[src/rtl/fht_pkg.sv]
// Shared types and sizing helpers for the FHT working-memory datapath.
// Shared by the input loader and the output unloader.
package fht_pkg;

    typedef enum logic [2:0] {
        LOAD,
        FLUSH,
        START,
        WAIT_BUSY,
        WAIT_DONE
    } fht_state_t;

    localparam int unsigned BANK_BIT = 2;

    function automatic int unsigned n_bit_of(input int unsigned a_bit);
        return a_bit + BANK_BIT;
    endfunction

    function automatic int unsigned n_of(input int unsigned a_bit);
        return 32'd1 << n_bit_of(a_bit);
    endfunction

    // Sizes for the default 8-bit bank address build.
    localparam int unsigned DEF_A_BIT = 8;
    localparam int unsigned DEF_N_BIT = DEF_A_BIT + BANK_BIT;
    localparam int unsigned DEF_N     = 32'd1 << DEF_N_BIT;

endpackage

[src/rtl/fht_bit_rev.sv]
// Combinational bit reverser, used for FHT sample index to bank/address mapping.
module fht_bit_rev #(
    parameter int unsigned W = 10
) (
    input  logic [W-1:0] din,
    output logic [W-1:0] dout
);

    always_comb begin
        dout = '0;
        for (int unsigned i = 0; i < W; i++) begin
            dout[i] = din[W-1-i];
        end
    end

endmodule

[src/rtl/fht_input_loader.sv]
// Writes a frame of samples into the four FHT banks in bit-reversed order,
// then starts the conversion and waits for it to finish before loading again.
module fht_input_loader
    import fht_pkg::*;
#(
    parameter int unsigned A_BIT = 8,
    parameter int unsigned D_BIT = 16
) (
    input  logic             iCLK,
    input  logic             iRESET,
    input  logic [D_BIT-1:0] iDATA,
    input  logic             iVALID,
    input  logic             iSOF,
    output logic             oREADY,
    output logic [A_BIT-1:0] oADDR_WR_0,
    output logic [A_BIT-1:0] oADDR_WR_1,
    output logic [A_BIT-1:0] oADDR_WR_2,
    output logic [A_BIT-1:0] oADDR_WR_3,
    output logic [D_BIT-1:0] oDATA_0,
    output logic [D_BIT-1:0] oDATA_1,
    output logic [D_BIT-1:0] oDATA_2,
    output logic [D_BIT-1:0] oDATA_3,
    output logic             oWE_0,
    output logic             oWE_1,
    output logic             oWE_2,
    output logic             oWE_3,
    output logic             oSTART,
    input  logic             iFHT_RDY,
    output logic             oDONE,
    output logic             oFRAME_ERR
);

    localparam int unsigned N_BIT = n_bit_of(A_BIT);
    localparam logic [N_BIT-1:0] LAST_IDX = '1;

    fht_state_t state, state_nxt;
    logic [N_BIT-1:0]    cnt, idx, rev;
    logic [BANK_BIT-1:0] bank;
    logic [A_BIT-1:0]    addr;
    logic                accept, start_nxt, done_nxt;

    logic [A_BIT-1:0] addr_q [4];
    logic [D_BIT-1:0] data_q [4];
    logic [3:0]       we_q;
    logic             start_q, done_q, ferr_q;

    assign oREADY = (state == LOAD);
    assign accept = iVALID & oREADY;
    // A start-of-frame sample always lands at index 0, regardless of the count.
    assign idx    = iSOF ? '0 : cnt;

    fht_bit_rev #(.W(N_BIT)) u_bit_rev (
        .din  (idx),
        .dout (rev)
    );

    assign bank = rev[BANK_BIT-1:0];
    assign addr = rev[N_BIT-1:BANK_BIT];

    always_comb begin
        state_nxt = state;
        start_nxt = 1'b0;
        done_nxt  = 1'b0;
        case (state)
            LOAD:      if (accept && idx == LAST_IDX) state_nxt = FLUSH;
            FLUSH: begin
                state_nxt = START;
                start_nxt = 1'b1;
            end
            START:     state_nxt = WAIT_BUSY;
            WAIT_BUSY: if (!iFHT_RDY) state_nxt = WAIT_DONE;
            WAIT_DONE: if (iFHT_RDY) begin
                state_nxt = LOAD;
                done_nxt  = 1'b1;
            end
            default:   state_nxt = LOAD;
        endcase
    end

    always_ff @(posedge iCLK or negedge iRESET) begin
        if (!iRESET) begin
            state <= LOAD;
            cnt   <= '0;
        end else begin
            state <= state_nxt;
            if (accept)
                cnt <= idx + 1'b1;
            else if (done_nxt)
                cnt <= '0;
        end
    end

    always_ff @(posedge iCLK or negedge iRESET) begin
        if (!iRESET) begin
            for (int unsigned b = 0; b < 4; b++) begin
                addr_q[b] <= '0;
                data_q[b] <= '0;
            end
            we_q    <= '0;
            start_q <= 1'b0;
            done_q  <= 1'b0;
            ferr_q  <= 1'b0;
        end else begin
            we_q    <= '0;
            start_q <= start_nxt;
            done_q  <= done_nxt;
            ferr_q  <= accept & iSOF & (cnt != '0);
            if (accept) begin
                we_q[bank]   <= 1'b1;
                addr_q[bank] <= addr;
                data_q[bank] <= iDATA;
            end
        end
    end

    assign oADDR_WR_0 = addr_q[0];
    assign oADDR_WR_1 = addr_q[1];
    assign oADDR_WR_2 = addr_q[2];
    assign oADDR_WR_3 = addr_q[3];
    assign oDATA_0    = data_q[0];
    assign oDATA_1    = data_q[1];
    assign oDATA_2    = data_q[2];
    assign oDATA_3    = data_q[3];
    assign oWE_0      = we_q[0];
    assign oWE_1      = we_q[1];
    assign oWE_2      = we_q[2];
    assign oWE_3      = we_q[3];
    assign oSTART     = start_q;
    assign oDONE      = done_q;
    assign oFRAME_ERR = ferr_q;

endmodule

[config.mk]
export PLATFORM = sky130hd
export DESIGN_NAME = fht_input_loader
export DESIGN_NICKNAME = d
export VERILOG_FILES = /design/src/rtl/fht_pkg.sv /design/src/rtl/fht_bit_rev.sv /design/src/rtl/fht_input_loader.sv
export SDC_FILE = /design/constraint.sdc
export NUM_CORES = 1
export LEC_CHECK = 0
export CAP_MARGIN = 20
export CORE_ASPECT_RATIO = 0.6
export CORE_UTILIZATION = 52
export CTS_CLUSTER_SIZE = 14
export DETAILED_ROUTE_END_ITERATION = 8
export PLACE_DENSITY = 0.85
export SETUP_SLACK_MARGIN = 0.1
export SYNTH_ARGS = -nofsm -noshare
export SYNTH_HDL_FRONTEND = slang
export SYNTH_HIERARCHICAL = 1
export SYNTH_SLANG_ARGS = --single-unit
[constraint.sdc]
create_clock -name iCLK -period 3.7 [get_ports iCLK]
set_input_delay 0.74 -clock iCLK [delete_from_list [all_inputs] [get_ports iCLK]]
set_output_delay 0.74 -clock iCLK [all_outputs]
set_load 0.05 [all_outputs]
# == After elaboration in Yosys (flattened, before gate mapping) ==
# Index checks and enable logic that the tools add are counted.
# totals
regBits,116
output_inout_bits,104
# op_classes
n_reduce_logical,7
n_bitwise,4
eq_ne,8
order_cmp,4
muxes,19
n_addsub,1
# ops
op,count
64-bit bitwise mux,1
32-bit bitwise mux,1
16-bit demux with 2-bit select,1
10-bit 2-to-1 mux,3
8-bit demux with 2-bit select,1
16-bit 2-to-1 mux,1
3-bit case mux with 5 select lines,1
"10-bit by 1-bit adder with 10-bit output, second input constant",1
"10-bit == test, second input constant",1
10-bit nonzero test,1
3-bit 2-to-1 mux,3
8-bit 2-to-1 mux,1
"3-bit by 2-bit == test with 1-bit output, second input constant",2
1-bit 2-to-1 mux,4
4-bit 2-to-1 mux,1
"2-bit != test, second input constant",2
1-bit bitwise AND,3
"3-bit by 1-bit == test with 1-bit output, second input constant",1
"3-bit == test, second input constant",1
"3-bit greater-or-equal comparator, second input constant",1
1-bit logical AND,3
3-bit zero test,1
"2-bit by 3-bit less-than comparator with 1-bit output, second input constant",1
"3-bit by 1-bit less-than comparator with 1-bit output, second input constant",1
other kinds (6),6

# == Logic depth before layout (Yosys ltp) ==
# Gate-level depths: netlist (run 1).
# depth
depth_word,7
ltp_mapped,7

# == Cells and area by module ==
# The synthesis (run 1) kept the hierarchy.
# by_module_without_submodules
module,n_inst,seq_area_each_um2,cells_each,area_per_inst_um2
fht_input_loader,1,2902.8,303,4668.2
fht_bit_rev,1,0.0,10,75.1

# == Worst setup path before layout (run 1) ==
# OpenSTA, ideal clock, no wires.
# synth_timing
kind,flip-flop to output port
startpoint,reg state[1]
endpoint,out oREADY
path_buffers,1
stages_incl_launch_ff,3
slack_ns,1.381
t_arrival_ns,1.579
cell_sequence,dfrtp_1 -> buf_6 -> nor3_1
# synth_via
elab_chain_cells,1
# synth_lines
element,line,text
from (decl),fht_input_loader.sv:36,"fht_state_t state, state_nxt;"
from (signal assigned),fht_input_loader.sv:85,state <= state_nxt;
3-bit zero test,fht_input_loader.sv:47,assign oREADY = (state == LOAD);
to (decl),fht_input_loader.sv:14,"output logic oREADY,"
# No other way between the ends.

# == Worst setup path in the final report (run 1) ==
# layout_timing
startpoint,in iSOF
endpoint,reg cnt[8]
# layout_via
elab_chain_cells,3
# layout_lines
element,line,text
from (decl),fht_input_loader.sv:13,"input logic iSOF,"
10-bit 2-to-1 mux,fht_input_loader.sv:50,assign idx = iSOF ? '0 : cnt;
named net idx[0],fht_input_loader.sv:37,"logic [N_BIT-1:0] cnt, idx, rev;"
10-bit by 1-bit adder with 10-bit output,fht_input_loader.sv:87,cnt <= idx + 1'b1;
10-bit 2-to-1 mux,fht_input_loader.sv:86,if (accept)
to (signal assigned),fht_input_loader.sv:87,
to (decl),fht_input_loader.sv:37,
# The timed path passes the listed nets, and every way through them passes these cells.
# A chain may end at the register's enable or synchronous reset.

==> results of run 1 <==
[cells in the final DEF (no fill, tap or decap), types with 2 or more instances in the layout]
cell and instances:
clkinvlp_4 2, and4b_1 2, nor4_1 2, a31oi_1 2, mux2_2 75, bufinv_16 4
inv_1 6, clkbuf_1 3, buf_12 3, mux2_1 2, mux2_4 19, clkdlybuf4s50_1 123
buf_4 6, xnor2_1 2, and4_1 2, a21oi_1 4, nor3_1 5, dfrtp_1 116
clkinv_2 3, o21ai_0 9, clkbuf_16 17, nand3_1 4, nand3b_1 4, nand4_1 2
nor2_1 5, a22o_1 3, nand2_1 6, clkbuf_8 3, nor2b_1 8
[area by class of cell]
type	count	area (sq um)	share of cell area
Sequential cell	116	2900	0.436
Clock buffer	23	478	0.0717
Tap cell	112	140	0.0210
Inverter	6	22.5	0.00338
Timing Repair Buffer	132	1340	0.201
Multi-Input combinational cell	169	1630	0.245
Clock inverter	9	150	0.0225
[synth_stat cells (3+ instances only)]
master / count
nand3b_1: 4
nor2_1: 5
clkbuf_1: 5
a22o_1: 3
a21oi_1: 4
buf_6: 4
inv_1: 6
nand2_1: 6
nor2b_1: 8
buf_4: 10
o21ai_0: 9
nor3_1: 5
dfrtp_1: 116
mux2_4: 19
mux2_2: 75
nand3_1: 4
[worst max-delay path: stages]
cell             delay, ns
clkdlybuf4s50_1       0.72
nor2b_1               0.56
ha_1                  0.29
and4b_1               0.30
nand3_1               0.12
or3_1                 0.33
o21ai_0               0.08
[kinds of logic after synthesis]
kind of cell / share of synthesized area
XOR/XNOR: 0.00369
adder cells (fa/ha/maj): 0.00264
multiplexers: 0.243
AND/OR/NAND/NOR: 0.0665
AO/OA/AOI/OAI: 0.0288
flip-flops: 0.612
buffers and inverters: 0.0435
[state kept, by name, summed over array words and instances (netlist names)]
name / cells
oDATA_0: 16
oDATA_1: 16
oDATA_2: 16
oDATA_3: 16
cnt: 10
oADDR_WR_0: 8
oADDR_WR_1: 8
oADDR_WR_2: 8
oADDR_WR_3: 8
we_q: 4
state: 3
oDONE: 1
oFRAME_ERR: 1
oSTART: 1
[report_power, final]
group | total [mW] | switching [mW] | internal, mW
sequential | 1.81 | 0.220 | 1.59
combinational | 2.29 | 1.44 | 0.853
clock | 1.72 | 0.549 | 1.18
total | 5.82 | 2.21 | 3.61
[stage by stage]
stage / cells / hold WS [ns] / cell area [sq um]
after floorplan: 313 / 0.444 / 4740
after global placement: 534 / 0.476 / 6020
after detailed placement: 534 / 0.492 / 6020
after CTS: 566 / 0.505 / 6640
after global routing: 567 / 0.338 / 6660
final: 567 / 0.311 / 6660
[how the worst min path moves through the flow]
stage | end | slack, ns | cells past startpoint
6_report | we_q[1] | 0.31 | 1
5_1_grt | we_q[1] | 0.34 | 1
4_1_cts | oDATA_3[3] | 0.50 | 1
3_5_place_dp | oDATA_0[3] | 0.49 | 1
3_3_place_gp | oDATA_2[1] | 0.48 | 1
2_1_floorplan | cnt[0] | 0.44 | 0
[per-layer routing]
metal | global-route usage | routed length (um) | vias up
li1 | - | - | 1366
met1 | 0.336 | 5140 | 1561
met2 | 0.384 | 5120 | 88
met3 | 0.0730 | 446 | 21
met4 | 0.100 | 182 | 0
met5 | 0 | 0 | -
==> qor.yml, run 1 <==
power_density_nw_per_um2: 874
grt-ovfl-total: 0
reg2reg_depth: 4
final-hold-violation-count: 0
hp-class: "in -> async"
utilization: 0.767
rsz0062_at_grt: "no"
start_kind: "primary input"
slew_headroom: 0.445
maxCapViolations: 0
rows: 26
drive_above_1_share: 0.301
ys_ff_latch: 116
fillCellCount: 541
place.gp.congestion: 0.862
areaGrowthSynthToFinish_pct: 40.5
synth_area_leader_cell: "dfrtp_1"
fp.dieH_um: 76.0
synth_nets: 335
clkTransAtPathRegs_ns: 0.05
synth_edf_count: 0
finalPower_mw: 5.82
drt_iter0_markers: 154
slew_viol_final: 0
wire_per_inst_um: 19.2
die_area_sq_um: 9520
status: "finished with violations"
cts_buffer_depth: 2
drc_errors: 11
p_leak_nw: 3.11
post_cts_resized: 0
num_vias: 3036
fmax_mhz: 354
cts-root-buf: "clkbuf_16"
numPortBuffers: 124
grt_max_degree: 88
drtPass1Iterations: 7
syn_area_sq_um: 4740
endpoint: "cnt[8]"
ys_seq_area_frac: 0.612
clk_latency_ns: 0.41
ctsHoldBuffers: 0
worstReg2RegEnd: "oDATA_2[10]"
die_w_um: 125
avgSynthCellArea_sq_um: 15.2
setup_viol: 0
cp-end-kind: "flop"
yosysUniqueCellTypes: 38
cp.arrival_ns: 3.15
initial_core_util: 0.546
setup_ws_ns: 0.872
place_hpwl_um: 7180
ir_drop_v: 0.000448
synth-async-reset-ratio: 1.00
ys_warn_count: 6
synth_ff_type: "dfrtp_1"
cts_buffers: 17
synth_top_area_share: 0.612
violations: "DRC"
cp-startpoint: "iSOF"
reg2reg_from: "state[1]"
fin_tns_setup_ns: 0
crit_type: "in -> reg"
finalClockSkew_ns: 0.00868
core_sq_um: 8690
track_usage: 0.250
tightest_slew_ns: 0.828
ioPinCount: 125
nets: 464
cts_sinks: 116
final.min_clock_period_ns: 2.83
required_ns: 4.02
post-cts-setup-buffer-count: 0
grt_pass1_wl_um: 17700
wl_um: 10900
insertedDiodeCount: 0
ant_nets: 0
cts_tree: "done"
layout_worst_path_cycle_share: 0.764
antenna_found_initial: 0
h-tree-depth: 4
synth_cells: 313
via_per_inst: 5.35
ys_top_cells_by_area: "dfrtp_1, mux2_2, mux2_4"
grt_pass1_vias: 3144
reg2reg_slack_ns: 1.38
worstPathMaxFanout: 18
pre_cts_slack_ns: 0.504
No activity file was read; power rests on OpenSTA's default activity.
==> inputs of run 2 (changes only) <==
--- a/config.mk
+++ b/config.mk
@@ -7,10 +7,10 @@
 export LEC_CHECK = 0
 export CAP_MARGIN = 20
 export CORE_ASPECT_RATIO = 0.6
-export CORE_UTILIZATION = 52
+export CORE_UTILIZATION = 48
 export CTS_CLUSTER_SIZE = 14
 export DETAILED_ROUTE_END_ITERATION = 8
-export PLACE_DENSITY = 0.85
+export PLACE_DENSITY = 0.79
 export SETUP_SLACK_MARGIN = 0.1
 export SYNTH_ARGS = -nofsm -noshare
 export SYNTH_HDL_FRONTEND = slang
==> constraint.sdc (replaced) <==
create_clock -name iCLK -period 2.9 [get_ports iCLK]
set_input_delay 0.58 -clock iCLK [delete_from_list [all_inputs] [get_ports iCLK]]
set_output_delay 0.58 -clock iCLK [all_outputs]
set_load 0.05 [all_outputs]
==> run 2 against run 1 <==
Compared with the run above:
- the flow now finishes without violations
- wire length increased by 0.60%
- sequential power increased by 27%
- register-to-register slack got worse by 0.58 ns
- non-clock buffer count increased by 3
- first-iteration DRC count increased by 42%
- combinational power increased by 28%
- clock power increased by 15%
- die area increased by 8.2%
- sequential share of layout area increased by 0.20 points
- global-route usage decreased by 2.1 points
- sequential cell count unchanged
- critical endpoint is now oREADY
- largest power group unchanged
==> qor.yml, run 2 (synthesized netlist as in run 1, its figures left out) <==
status: "finished, final reports clean"
insertedDiodeCount: 0  # unchanged
area.sequential_sq_um: 2900  # unchanged
grt_pass1_wl_um: 17200  # -3.0%
worstReg2RegEnd: "oADDR_WR_0[0]"
die_area_sq_um: 10300  # +8.2%
use_met1: 0.320  # -0.0161
grtUsageMet3: 0.0782  # +0.00513
h-tree-depth: 4  # unchanged
ant_nets: 0  # unchanged
clkTransAtPathRegs_ns: 0.05  # about the same
ctsHoldBuffers: 0  # unchanged
cp-end-kind: "output pin"
grt-ovfl-total: 0  # unchanged
cts-root-buf: "clkbuf_16"
ioPinCount: 125  # unchanged
layout_worst_path_cycle_share: 0.887
slew_headroom: 0.607  # +0.162
post-cts-setup-buffer-count: 0  # unchanged
worstPathMaxFanout: 9  # -9
endpoint: "oREADY"
reg2reg_from: "state[1]"
post_cts_resized: 0  # unchanged
finalClockSkew_ns: 0.00618  # -0.00249 ns
use_met2: 0.334  # -0.0503
pre_cts_slack_ns: 0.222  # -0.283 ns
tightest_slew_ns: 0.589  # -0.239 ns
crit_path_cell_trace: "nor3_1, clkdlybuf4s50_1"
reg2reg_depth: 4  # unchanged
fmax_mhz: 389
nets: 467  # +0.65%
cp.arrival_ns: 1.99  # -1.16 ns
cts_buffer_depth: 2  # unchanged
rows: 27  # +3.8%
final.min_clock_period_ns: 2.57
multi_input_area_sq_um: 1630  # unchanged
setup_ws_ns: 0.327  # -0.545 ns
die_w_um: 130  # +4.0%
antenna_found_initial: 0  # unchanged
numPortBuffers: 124  # unchanged
final_common_cell: "clkdlybuf4s50_1"
reg2reg_slack_ns: 0.80  # -0.58 ns
cp-startpoint: "state[1]"
drtPass1Iterations: 4  # -3
crit_slowest_cell: "clkdlybuf4s50_1"
core_sq_um: 9390  # +8.1%
drive_above_1_share: 0.311  # +0.00962
fp.dieH_um: 79  # +4.0%
place_hpwl_um: 7290  # +1.5%
cts_buffers: 17  # unchanged
num_vias: 3079  # +1.4%
slew_viol_final: 0  # unchanged
final_cell_mix: "clkdlybuf4s50_1, dfrtp_1, mux2_2"
fillCellCount: 657  # +21%
maxCapViolations: 0  # unchanged
place.gp.congestion: 0.853  # -0.97%
power_density_nw_per_um2: 1090  # +24%
drt_iter0_markers: 219  # +42%
cts_tree: "done"
initial_core_util: 0.505  # -0.0410
drc_errors: 0  # -11
p_leak_nw: 3.08  # -0.96%
slowest_delay_ns: 0.85  # +0.13 ns
wire_per_inst_um: 18.7  # -2.8%
via_per_inst: 5.25  # -2.0%
crit_type: "reg -> out"
grt_max_degree: 53  # -40%
hp-class: "in -> async"
fin_tns_setup_ns: 0  # unchanged
cts_sinks: 116  # unchanged
top_usage_layer: "met2"
rsz0062_at_grt: "no"
required_ns: 2.32  # -1.70 ns
final-hold-violation-count: 0  # unchanged
grt_pass1_vias: 3123  # -0.67%
areaGrowthSynthToFinish_pct: 39.9
ir_drop_v: 0.000557  # +25%
clk_latency_ns: 0.40  # about the same
setup_viol: 0  # unchanged
track_usage: 0.229  # -0.0207
wl_um: 11000  # +0.60%
start_kind: "flop"
finalPower_mw: 7.20  # +24%
==> run 2: cell types whose count changed in the layout (fill, tap and decap cells not counted) <==
| cell | change |
|---|---|
| buf_12 | -1 |
| clkbuf_1 | -3 |
| clkinv_2 | +2 |
| clkinvlp_4 | +3 |
| clkinv_4 | +2 |
| bufinv_16 | -2 |
| buf_4 | +4 |
| clkbuf_8 | -3 |
==> run 2: layout make-up <==
type                    count  area share
clock buffers              17      0.0641
well taps                 130      0.0245
flip-flops and latches    116       0.438
repair buffers            135       0.203
multi-input cells         169       0.246
clock inverters            14      0.0211
inverters                   6     0.00339
==> run 2: per-layer routing <==
layer,vias up,wire length [um]
met3,15,645
met2,118,5020
met4,0,144
met5,-,0
met1,1559,5140
li1,1387,-
==> run 2: power by group <==
group | switching, mW | total, mW | internal, mW
Combinational | 1.83 | 2.92 | 1.10
Clock | 0.734 | 1.98 | 1.25
Sequential | 0.275 | 2.30 | 2.02
Total | 2.84 | 7.20 | 4.37
==> run 2: through the flow <==
| stage | cell area, sq um | util | cells | hold slack, ns |
|---|---|---|---|---|
| final | 6630 | 0.706 | 587 | 0.171 |
| after global routing | 6630 | 0.706 | 587 | 0.217 |
| after CTS | 6630 | 0.706 | 587 | 0.192 |
| after detailed placement | 6070 | 0.646 | 556 | 0.492 |
| after global placement | 6070 | 0.646 | 556 | 0.481 |
| after floorplan | 4740 | - | 313 | 0.284 |
==> run 2: worst min path at each step <==
stage / to / slack (ns)
floorplan: cnt[0] / 0.28
global placement: oDATA_2[10] / 0.48
detailed placement: oDATA_3[12] / 0.49
CTS: we_q[1] / 0.19
global route: we_q[1] / 0.22
finish: we_q[1] / 0.17
==> run 2: worst max-delay path: cells and delay by family (launching register included) <==
| kind | cells | cell delay, ns |
|---|---|---|
| simple gates | 1 | 0.26 |
| buf+inv | 1 | 0.85 |
| flops | 1 | 0.49 |
